--- src/rtl/memwrite_tracer.sv ---
// Store-stream monitor for the data-memory write port. It logs accepted stores
// into a FIFO that a consumer can drain, and decides PASS/FAIL from the store pattern.
module memwrite_tracer #(
    parameter int            AW           = 32,
    parameter int            DW           = 32,
    parameter int            DEPTH        = 16,
    parameter int            PTR_W        = 4,
    parameter logic [AW-1:0] DONE_ADDR    = 84,
    parameter logic [DW-1:0] DONE_DATA    = 7,
    parameter logic [AW-1:0] SCRATCH_ADDR = 80
) (
    input  logic             clk,
    input  logic             reset,
    input  logic             memwrite,
    input  logic [AW-1:0]    dataadr,
    input  logic [DW-1:0]    writedata,
    input  logic             rd_en,
    output logic             rd_valid,
    output logic [AW-1:0]    rd_addr,
    output logic [DW-1:0]    rd_data,
    output logic [PTR_W:0]   count,
    output logic             overflow,
    output logic [1:0]       status,
    output logic             done,
    output logic [15:0]      store_cnt
);
    // state | meaning
    // RUN   | monitoring; stores are accepted and judged
    // PASS  | completion store seen; terminal until reset
    // FAIL  | illegal store seen; terminal until reset
    typedef enum logic [1:0] {
        RUN  = 2'b00,
        PASS = 2'b01,
        FAIL = 2'b10
    } state_t;

    localparam logic [PTR_W:0] FULL_CNT = (PTR_W+1)'(DEPTH);

    state_t               state_q, state_d;
    logic [PTR_W-1:0]     wr_ptr_q, rd_ptr_q;
    logic [AW+DW-1:0]     mem [DEPTH];
    logic                 accept, full, empty, push, pop, drop;

    assign accept = memwrite && (state_q == RUN);
    assign full   = (count == FULL_CNT);
    assign empty  = (count == '0);
    assign pop    = rd_en && !empty;
    // A full FIFO still takes the store when a pop frees a slot in the same edge.
    assign push   = accept && (!full || pop);
    assign drop   = accept && full && !pop;

    assign status = state_q;
    assign done   = (state_q != RUN);

    always_comb begin
        state_d = state_q;
        if (accept) begin
            if (dataadr == DONE_ADDR && writedata == DONE_DATA)
                state_d = PASS;
            else if (dataadr != SCRATCH_ADDR)
                state_d = FAIL;
        end
    end

    always_ff @(posedge clk or negedge reset) begin
        if (!reset) begin
            state_q   <= RUN;
            wr_ptr_q  <= '0;
            rd_ptr_q  <= '0;
            count     <= '0;
            overflow  <= 1'b0;
            rd_valid  <= 1'b0;
            rd_addr   <= '0;
            rd_data   <= '0;
            store_cnt <= '0;
        end else begin
            state_q  <= state_d;
            rd_valid <= pop;
            if (push)
                wr_ptr_q <= wr_ptr_q + PTR_W'(1);
            if (pop) begin
                rd_ptr_q <= rd_ptr_q + PTR_W'(1);
                {rd_addr, rd_data} <= mem[rd_ptr_q];
            end
            case ({push, pop})
                2'b10:   count <= count + (PTR_W+1)'(1);
                2'b01:   count <= count - (PTR_W+1)'(1);
                default: count <= count;
            endcase
            if (drop)
                overflow <= 1'b1;
            if (accept && store_cnt != 16'hFFFF)
                store_cnt <= store_cnt + 16'd1;
        end
    end

    // Storage is left unreset; only the pointers and count define valid contents.
    always_ff @(posedge clk) begin
        if (push)
            mem[wr_ptr_q] <= {dataadr, writedata};
    end

endmodule

--- config.mk ---
export PLATFORM = sky130hd
export DESIGN_NAME = memwrite_tracer
export DESIGN_NICKNAME = d
export VERILOG_FILES = /design/src/rtl/memwrite_tracer.sv
export SDC_FILE = /design/constraint.sdc
export NUM_CORES = 1
export LEC_CHECK = 0
export BUFFER_PORTS_ARGS = -buffer_cell sky130_fd_sc_hd__buf_2
export CAP_MARGIN = 20
export CELL_PAD_IN_SITES_DETAIL_PLACEMENT = 1
export CELL_PAD_IN_SITES_GLOBAL_PLACEMENT = 2
export CORE_ASPECT_RATIO = 1.25
export CORE_MARGIN = 4
export CORE_UTILIZATION = 32
export DETAILED_ROUTE_END_ITERATION = 16
export PLACE_DENSITY = 0.59
export SLEW_MARGIN = 20
export SYNTH_ARGS = -nofsm -noshare
export SYNTH_HDL_FRONTEND = slang
export SYNTH_SLANG_ARGS = --single-unit
--- constraint.sdc ---
create_clock -name clk -period 8.5 [get_ports clk]
set_clock_uncertainty 0.05 [all_clocks]
set_input_delay 0.85 -clock clk [delete_from_list [all_inputs] [get_ports clk]]
set_output_delay 0.85 -clock clk [all_outputs]
set_load 0.01 [all_outputs]
[Yosys cells after proc, flatten, opt, wreduce, memory -nomap -nowiden]
Memory sizes are Yosys's and may differ from the RTL's. A register that Yosys moved wholly into a read port is not among the register bits.
Cells that the tools add are included.
Word-level totals
  output and inout port bits: 90
  bits in writable memories: 1024
  word-level logic and storage cells: 43
  flip-flop bits (word level): 33
  memories: 1
  ROM bits: 0
  bits in latches: 0
Memory list
  mem: depth 16, width 64, read ports 1, clocked after memory_dff 1, write ports 1, RTL line 41  | logic [AW+DW-1:0] mem [DEPTH];
Operators by class
  equal/unequal tests: 7
  div/mod/pow operators: 0
  shift-type cells: 0
  reduce and logical (&&, ||, !) cells: 18
  mux-type cells: 5
  multiply operators: 0
  $lt $le $gt $ge: 0
  bitwise gates (word level): 0
  add/subtract/negate cells: 5
Operator list (number)
  $eq A32 B3 Y1 const B: 1
  $eq A32 B7 Y1 const B: 1
  $ne A32 B7 Y1 const B: 1
  $add A16 B1 Y16 const B: 1
  $ne A16 B16 Y1 const B: 1
  $pmux W5 S2: 1
  $add A4 B1 Y4 const B: 2
  $logic_and A1 B1 Y1: 7
  $reduce_bool A2 Y1: 3
  $add A5 B1 Y5 const B: 1
  $eq A5 B5 Y1 const B: 1
  $logic_not A5 Y1: 1
  $sub A5 B1 Y5 const B: 1
  $logic_not A1 Y1: 4
  $mux W2: 2
  $eq A2 B1 Y1 const B: 1
  $eq A2 B2 Y1 const B: 1
  $logic_not A2 Y1: 1
  $mux W1: 2
  $reduce_and A2 Y1: 1
  $logic_or A1 B1 Y1: 1

[Logic depth before layout (Yosys ltp)]
  depth after elaboration: 7
  mapped depth: 10
  gate-level depth less buffers: 9

[Worst setup path after synthesis]
No wires, ideal clock.
  kind: input -> register
  start point: in memwrite
  end point: mem mem[3][0] (netlist bit), enable pin
  stages on the path: 5
  path slack: 1554 ps
  path buffers: 1
  data arrival time: 6331 ps
  setup time: 565 ps
  cell sequence: or3b_2 -> clkbuf_1 -> a21oi_2 -> nand2_1 -> nor3_1
On the way
  word-level cells in the longest chain between the ends: 4
RTL lines
  start, declared: RTL line 14  | input logic memwrite,
  $logic_and A1 B1 Y1: RTL line 44  | assign accept = memwrite && (state_q == RUN);
  $logic_and A1 B1 Y1: RTL line 49  | assign push = accept && (!full || pop);
  $mux W1: RTL line 99  | if (push)
  $mux W1 (not written as such): RTL line 100  | mem[wr_ptr_q] <= {dataadr, writedata};
  end, declared: RTL line 41
No other way between the ends.

[Worst setup path after layout]
  start point: reg state_q[1], in the netlist status[1]
  end point: mem mem[11][0] (netlist bit), enable pin
On the way
  word-level cells in the longest chain between the ends: 5
RTL lines
  start, declared: RTL line 39  | state_t state_q, state_d;
  start signal, assigned: RTL line 77  | state_q <= state_d;
  $logic_not A2 Y1: RTL line 44
  $logic_and A1 B1 Y1: RTL line 44
  $logic_and A1 B1 Y1: RTL line 49
  $mux W1: RTL line 99
  $mux W1 (not written as such): RTL line 100
No other way between the ends.

==> run summary <==
Slowest-stage cell, CP: nor2_4
Die Span X: 335 um
TritonCTS Buffers: 109
routability congestion estimate: 0.734
Synthesized Nets: 2074
Post-synth EDFFs: 1024
final setup violation count: 0
f_max: 239 MHz
Max Cap Viol: 0
PnR worst setup slack: 4.32 ns
fin crit period: 4.18 ns
most frequent cells in the layout: edfxtp_1 (1024), mux4_2 (234), buf_2 (156)
status: complete, no violations
Critical Path Start: status[1]$_DFFE_PN0P_
input/output buffers: 157
syn avg cell area: 21.4 um2
drt pass-1 iters: 7
pwr dens: 302 mW/mm2
# DRC: 0
Startpoint Class: register
worst path bufs/invs: 1
routed vias: 20500
Final period util: 0.492
crit-path leading delay family: simple AND/OR/NAND/NOR gates
max-slew violation count: 0
worst-path cell chain: or3b_2 -> a21oi_2 -> nand2_1 -> nor2_4 -> buf_4
crit path max fanout: 39
Final #Nets: 2269
flops & latches, synth: 1121
CP Data Arrival Time: 4.43 ns
top cells by area, synth: edfxtp_1 (72%), mux4_2 (12%), dfrtp_1 (5.7%), mux2_2 (1.8%), o22ai_1 (1.7%)
Slew HR: 0.244
Routed WL: 106 mm
most common cell after layout, fill and taps aside: edfxtp_1
measured slew at the worst slew-check pin: 1.13 ns
post-synthesis sequential area ratio: 0.775
H-Tree Depth: 3
Tot GR Track Use: 0.152
routed vias/inst: 5.09
Initial Utilization: 0.323
FFs w/ async S/R, synth: 0.0865
Die ar.: 0.140 mm2
layout cells sized above 1: 0.300
vias in the first global route: 22400
# rows: 149
Yosys top cell area share: 0.719
fillers: 12800
largest area contributor in the netlist: edfxtp_1
critical path class: reg2reg
worst slack, placed: 3.77 ns
VDD IR max: 0.192 mV
Initial DRC Count: 1452
clock-pin slew on the worst setup and hold paths: 0.06 ns
routed len/inst: 26.5 um
first-pass GRT wire length: 158 mm
Cells after Synth: 1998
top_reg_cell synth: edfxtp_1
num ports: 158
antenna-violating nets left: 0
setup_tns: 0 ns
clock root cell: clkbuf_16
PostCTS Resize Cnt: 0
CP endpoint kind: register
HPWL Detailed: 61.2 mm
Hold/Removal Path Class: in2async
post-CTS setup buffers: 0
worst endpoint required time: 8.75 ns
GRT overflow: 0
Synth warnings: 0
final hold violations: 0
Slowest Stage Delay on Critical Path: 0.90 ns
Synth-to-Final Area Change: 14.9%
initial antenna violation count: 12
worst reg2reg path startpoint: status[1]$_DFFE_PN0P_
hold bufs inserted after CTS: 0
largest net degree at the start of global routing: 162
core area: 0.132 mm2
Clk Latency, worst-skew pair: 0.69 ns
clk buf depth: 3
RSZ-0062 raised after global routing: no
Die H: 417 um
LEAKAGE: 15.6 nW
Netlist Area Pre-Place: 0.0428 mm2
Distinct cells, synth: 55
Hold WS: 0.110 ns
Sink Count: 1121
CTS tree: done
## worst register-to-register path, delay by kind of cell, from the launching register on
kind	cells	cell delay, ns
flops	1	0.41
simple gates	3	1.95
compound gates	1	0.57
buf+inv	1	0.78
## power by group
group	switching [mW]	internal (mW)
clock network	2.05	2.69
logic	1.93	1.71
registers	0.262	6.20
## cell usage after synthesis, types with 12 or more instances
library cell  number
a21oi_1           75
buf_2             35
clkbuf_1          53
dfrtp_1           97
edfxtp_1        1024
mux2_2            68
mux2i_1           44
mux4_2           234
nand2_1           23
nand2b_1          14
nor2_1            27
nor4_1            18
o21ai_0           17
o22ai_1          116
xor2_1            12
## metal layers
metal	wire length, um	global-route usage
met1	45300	0.199
met4	2270	0.0424
met5	34	0
met3	3820	0.0218
met2	55000	0.266
## state kept, by name, indices dropped and copies added, names as in the netlist
name and flops:
count 5, mem 1024, overflow 1, rd_addr 32
rd_data 32, rd_ptr_q 4, rd_valid 1, status 2
store_cnt 16, wr_ptr_q 4
## final timing paths
path	to	slack [ns]	cells past startpoint
max	mem[11][0]$_DFFE_PP_	4.32	5
min	rd_addr[21]$_DFFE_PN0P_	0.11	1
max reg2reg	mem[11][0]$_DFFE_PP_	4.32	5
min reg2reg	overflow$_DFFE_PN0P_	0.42	1
max in group asynchronous	rd_ptr_q[1]$_DFFE_PN0P_	6.97	2
min in group clk	overflow$_DFFE_PN0P_	0.42	1
## through the flow
stage               cell area (um2)  instances  total power [mW]   util
global placement              45600       3816              10.3  0.345
CTS                           49100       4018              15.1  0.371
detailed placement            45600       3817              10.3  0.345
finish                        49100       4023              14.8  0.371
global route                  49100       4019              15.6  0.371
floorplan                     42800       1998              9.09      -
## logic make-up (layout without fill, tap and decap cells)
logic type | after synthesis | in the layout | share of synthesized area
AND/OR/NAND/NOR | 136 | 136 | 0.0174
multiplexers | 346 | 346 | 0.151
XOR/XNOR | 23 | 23 | 0.00471
AO/OA/AOI/OAI | 241 | 241 | 0.0343
flip-flops | 1121 | 1121 | 0.775
other | 0 | 4 | 0
buffers and inverters | 123 | 408 | 0.0144
adder cells (fa/ha/maj) | 8 | 8 | 0.00234
## cell type report
class,count,area (um2),share of cell area
clock inverters,58,518,0.0105
clock buffers,143,2960,0.0602
well taps,1736,2170,0.0442
inverters,10,41.3,0.000840
diodes,4,10.0,0.000204
flip-flops and latches,1121,33200,0.675
multi-input cells,754,9100,0.185
repair buffers,197,1160,0.0235
No activity file was read; power rests on OpenSTA's default activity.
